$ cat config.mk
export PLATFORM = sky130hd
export DESIGN_NAME = game_controller
export DESIGN_NICKNAME = d
export VERILOG_FILES = /design/src/rtl/game_controller.sv
export SDC_FILE = /design/constraint.sdc
export NUM_CORES = 1
export LEC_CHECK = 0
export CORE_MARGIN = 2
export CORE_UTILIZATION = 55
export CTS_BUF_LIST = sky130_fd_sc_hd__clkbuf_2 sky130_fd_sc_hd__clkbuf_4 sky130_fd_sc_hd__clkbuf_8
export CTS_CLUSTER_DIAMETER = 200
export DETAILED_ROUTE_END_ITERATION = 10
export GPL_TIMING_DRIVEN = 0
export PLACE_DENSITY = 0.81
export REMOVE_ABC_BUFFERS = 1
export SLEW_MARGIN = 5
export SYNTH_ARGS = -nofsm -noshare
export SYNTH_HDL_FRONTEND = slang
export SYNTH_SLANG_ARGS = --single-unit
$ cat constraint.sdc
create_clock -name clk -period 5.2 [get_ports clk]
set_input_delay 1.56 -clock clk [delete_from_list [all_inputs] [get_ports clk]]
set_output_delay 1.56 -clock clk [all_outputs]
set_load 0.02 [all_outputs]
$ cat src/rtl/game_controller.sv
// Number-guessing game sequencer: draws a secret from a free-running LFSR, then checks guesses and reports hints and win/lose.
// Optional GAME_SCORE_EN builds a saturating games-won counter on the score output.
module game_controller #(
    parameter int          ATTEMPTS  = 7,
    parameter logic [15:0] LFSR_SEED = 16'hACE1
) (
    input  logic       clk,
    input  logic       restart,
    input  logic       start,
    input  logic [1:0] difficulty,
    input  logic       confirm,
    input  logic [3:0] compare_digit_1,
    input  logic [3:0] compare_digit_2,
    input  logic [3:0] compare_digit_3,
    output logic [1:0] max_digits,
    output logic [3:0] secret_digit_1,
    output logic [3:0] secret_digit_2,
    output logic [3:0] secret_digit_3,
    output logic [3:0] attempts_left,
    output logic       hint_high,
    output logic       hint_low,
    output logic       win,
    output logic       lose,
    output logic       busy,
    output logic [7:0] score
);

    typedef enum logic [2:0] {
        IDLE  = 3'd0,
        GEN   = 3'd1,
        PLAY  = 3'd2,
        CHECK = 3'd3,
        WIN   = 3'd4,
        LOSE  = 3'd5
    } state_t;

    // An all-zero seed would lock the LFSR, so it is substituted.
    localparam logic [15:0] SEED = (LFSR_SEED == 16'h0000) ? 16'hACE1 : LFSR_SEED;
    localparam logic [3:0]  ATT  = 4'(ATTEMPTS);

    state_t      state;
    logic [15:0] lfsr;
    logic        lfsr_fb;
    logic [9:0]  guess_val;
    logic [9:0]  secret_val;
    logic        guess_eq;
    logic [1:0]  diff_eff;

    function automatic logic [3:0] fold_digit(input logic [3:0] n);
        return (n >= 4'd10) ? (n - 4'd10) : n;
    endfunction

    assign lfsr_fb  = lfsr[15] ^ lfsr[13] ^ lfsr[12] ^ lfsr[10];
    assign diff_eff = (difficulty == 2'd0) ? 2'd1 : difficulty;

    always_comb begin
        guess_val  = 10'(compare_digit_3) * 10'd100 + 10'(compare_digit_2) * 10'd10
                   + 10'(compare_digit_1);
        secret_val = 10'(secret_digit_3) * 10'd100 + 10'(secret_digit_2) * 10'd10
                   + 10'(secret_digit_1);
        guess_eq   = (guess_val == secret_val);
    end

    always_ff @(posedge clk or negedge restart) begin
        if (!restart) begin
            lfsr <= SEED;
        end else begin
            lfsr <= {lfsr[14:0], lfsr_fb};
        end
    end

    always_ff @(posedge clk or negedge restart) begin
        if (!restart) begin
            state          <= IDLE;
            max_digits     <= 2'd0;
            secret_digit_1 <= 4'd0;
            secret_digit_2 <= 4'd0;
            secret_digit_3 <= 4'd0;
            attempts_left  <= 4'd0;
            hint_high      <= 1'b0;
            hint_low       <= 1'b0;
            win            <= 1'b0;
            lose           <= 1'b0;
            busy           <= 1'b0;
        end else begin
            case (state)
                IDLE, WIN, LOSE: begin
                    // start takes priority; confirm is never acted on here
                    if (start) begin
                        max_digits <= diff_eff;
                        busy       <= 1'b1;
                        state      <= GEN;
                    end
                end
                GEN: begin
                    secret_digit_1 <= fold_digit(lfsr[3:0]);
                    secret_digit_2 <= (max_digits >= 2'd2) ? fold_digit(lfsr[7:4]) : 4'd0;
                    secret_digit_3 <= (max_digits == 2'd3) ? fold_digit(lfsr[11:8]) : 4'd0;
                    attempts_left  <= ATT;
                    hint_high      <= 1'b0;
                    hint_low       <= 1'b0;
                    win            <= 1'b0;
                    lose           <= 1'b0;
                    state          <= PLAY;
                end
                PLAY: begin
                    if (confirm) begin
                        state <= CHECK;
                    end
                end
                CHECK: begin
                    if (guess_eq) begin
                        win       <= 1'b1;
                        hint_high <= 1'b0;
                        hint_low  <= 1'b0;
                        busy      <= 1'b0;
                        state     <= WIN;
                    end else begin
                        attempts_left <= attempts_left - 4'd1;
                        hint_high     <= (guess_val > secret_val);
                        hint_low      <= (guess_val < secret_val);
                        if (attempts_left == 4'd1) begin
                            lose  <= 1'b1;
                            busy  <= 1'b0;
                            state <= LOSE;
                        end else begin
                            state <= PLAY;
                        end
                    end
                end
                default: begin
                    state <= IDLE;
                    busy  <= 1'b0;
                end
            endcase
        end
    end

`ifdef GAME_SCORE_EN
    logic [7:0] score_q;

    always_ff @(posedge clk or negedge restart) begin
        if (!restart) begin
            score_q <= 8'd0;
        end else if (state == CHECK && guess_eq && score_q != 8'hFF) begin
            score_q <= score_q + 8'd1;
        end
    end

    assign score = score_q;
`else
    assign score = 8'd0;
`endif

endmodule

==> impl_results.md <==
- Slew HR: 0.483
- Commonest cells post-synth: 61 x ha_1, 48 x inv_1, 34 x dfrtp_1
- Fraction of layout cells with a size suffix above 1: 0.120
- Synth Register Bits: 42
- Max incr delay on CP: 440 ps
- Tmin final: 5140 ps
- # setup viols final: 0
- Clock skew: 10.7 ps
- Max Slew Vio Count: 0
- Tot GR Track Use: 0.220
- # Max-Cap Violations: 0
- Vias in the first global route: 2620
- Slew @ Worst Pin: 773 ps
- Proportion of netlist area held by the largest area contributor: 0.251
- Number of enable flip-flop cells after synthesis: 0
- Area fraction in compound gates after synthesis: 0.135
- Critical path required time: 5370 ps
- Critical Path Fanout Max: 5
- Ys async rst share: 1.00
- Post-cts hold buffer count: 0
- Clock sink count: 42
- DRC violations left: 0
- Post-Synth Simple-Gate Area: 0.126
- Slack of the critical path: 56.3 ps
- Worst-Skew Late Latency: 300 ps
- Post-Route WL: 7210 microns
- Nets: 487
- CP arrival: 5310 ps
- Hpwl dp: 5260 microns
- TritonRoute pass-1 iters: 4
- Synth unique cells: 49
- Core area: 5920 sq um
- Hold WC Path Type: flip-flop to flip-flop
- Die Y: 82.5 microns
- XOR/XNOR share of the synthesized area: 0.0491
- CTS tree: built
- DP Area: 3830 sq um
- Vias after detailed routing: 2652
- H-tree depth: 2
- Post-placement cell count: 462
- Yosys warnings: 0
- Io pins: 49
- Mux contribution to synthesized area: 0.00960
- Reg power frac: 0.326
- Slowest-stage cell, CP: fa_2
- Comb pwr share: 0.471
- Via density: 5.59
- Antenna viol nets, final: 0
- Adder-Cell Fraction of Synth Area: 0.284
- Largest family of logic cells by synthesized area: adder cells
- Starting DRT DRC Count: 73
- Clock Path Buffers: 2
- Pre-CTS setup slack: -963 ps
- Predominant post-synthesis flop cell: dfrtp_1
- Grt total ovfl: 0
- Routability congestion estimate: 0.809
- Pwr/cell area: 305 nW/um^2
- CP Class: primary input to flip-flop
- Post-Synthesis Cells: 353
- Internal Pwr Total: 786 uW
- Fillcell total: 410
- CTS Buf Count: 5
- R2r setup slk: 1020 ps
- Initial antenna violation count: 0
- Tot Pwr: 1270 uW
- P_leak: 0.00199 uW
- Reg area: 1060 sq um
- WL/cell: 15.2 microns
- Status: finished clean
- NetSw: 482 uW
- Synthesized area per cell: 9.60 sq um
- Initial Util: 0.572
- Post-Layout Inst Area: 4160 sq um
- Fin. Hold Viols: 0
- # diodes: 0
- Final period util: 0.989
- First-pass GRT wire length: 11400 microns
- Delay-heaviest family, CP: adder cells
- Setup crit start kind: primary input
- Peak supply drop: 335 uV
- Fmax: 194 MHz
- Cell taking the most area after synthesis: dfrtp_1
- Largest net degree at the start of global routing: 35
- Sum of buffers and inverters on the critical path: 2
- PortBufs: 40
- Most frequent cell after synthesis: ha_1
- Multi-input logic area: 2260 sq um
- Sw Ratio: 0.380
- CP Cell Sequence: dlygate4sd2_1 > ha_2 > ha_4 > fa_2 > ha_1 > ha_4 > nand3_1 > o211ai_1 > o41ai_2 > xnor2_1 > ha_1 > nand4_1 > buf_6 > or3_4 > o21ai_2 > a22oi_1
- Clk pwr share: 0.204
- Die footprint: 6800 sq um
- Area growth, synth to finish: 22.9%
- CP endpoint kind: flip-flop
- Root cell of the clock tree: clkbuf_8
- Clk slew on worst S/H paths: 80 ps
- Syn Std Cell Area: 3390 sq um
- Seq/Total Area, Yosys: 0.313
- Top cells by area, synth: dfrtp_1 25%, ha_1 23%, dfstp_2 6.2%
- Post-route insts no fill: 474
- Row count: 28
- Die width: 82.5 microns
cells in the final DEF (no fill, tap or decap), drive strengths merged, types with 8 or more instances in the layout:
cell type | netlist | routed
nand2 | 26 | 26
clkdlybuf4s50 | 0 | 31
nor2b | 8 | 8
dfrtp | 34 | 34
o21ai | 13 | 13
xnor2 | 14 | 14
dfstp | 8 | 8
nand3 | 13 | 13
inv | 48 | 49
fa | 10 | 10
a21oi | 14 | 14
conb | 1 | 8
nor2 | 19 | 19
ha | 61 | 61
per-stage QoR:
step                utilization  hold WS, ps  setup TNS (ps)
finish                    0.703          357               0
global route              0.703          362            -502
CTS                       0.687          359               0
detailed placement        0.646          348           -8840
global placement          0.644          343           -7010
floorplan                     -          333               0
what timing repair did:
action	CTS	global route
pin swaps	6	16
buffers inserted	3	1
endpoints found under the setup margin	12	12
resized for setup	21	16
cell families (layout without fill, tap and decap cells):
family          Yosys count  in the layout
simple gates             87             87
fa+ha+maj                71             71
compound gates           68             68
buf+inv                  62            101
flops                    42             42
xor+xnor                 19             19
mux                       3              3
other cells               1              8
metal layers:
metal	up-vias	global-route usage	wire, microns
li1	1296	-	-
met3	14	0.0446	293
met5	-	0	0
met4	0	0.0852	131
met2	58	0.389	3740
met1	1284	0.263	3050
layout make-up:
type,count,share of cell area
clock buffers,5,0.0165
repair buffers,45,0.108
inverters,48,0.0433
clock inverters,3,0.0105
flip-flops and latches,42,0.255
multi-input cells,256,0.544
well taps,75,0.0225
path summary, 6_finish.rpt:
path	start	cells after the start	end
worst min-delay path	lfsr[14]$_DFF_PN0_	0	lfsr[15]$_DFF_PN1_
worst max register to register	secret_digit_2[1]$_DFFE_PN0P_	14	attempts_left[1]$_DFFE_PN0P_
max in group asynchronous	restart	2	lfsr[0]$_DFF_PN1_
worst min register to register	lfsr[14]$_DFF_PN0_	0	lfsr[15]$_DFF_PN1_
min in group asynchronous	restart	1	secret_digit_2[1]$_DFFE_PN0P_
worst max-delay path	compare_digit_2[2]	16	attempts_left[1]$_DFFE_PN0P_
state kept, by name, summed over array words and instances (netlist names):
| signal | flops |
|---|---|
| secret_digit_3 | 4 |
| hint_high | 1 |
| attempts_left | 4 |
| win | 1 |
| lfsr | 16 |
| secret_digit_1 | 4 |
| hint_low | 1 |
| max_digits | 2 |
| busy | 1 |
| secret_digit_2 | 4 |
| lose | 1 |
| state | 3 |
power by group through the flow:
stage	combinational, uW	sequential [uW]	clock (uW)
final	597	413	258
after global placement	465	414	0
after detailed placement	489	415	0
after floorplan	283	448	0
after CTS	555	411	261
after global routing	657	417	280
No activity file was read; power rests on OpenSTA's default activity.
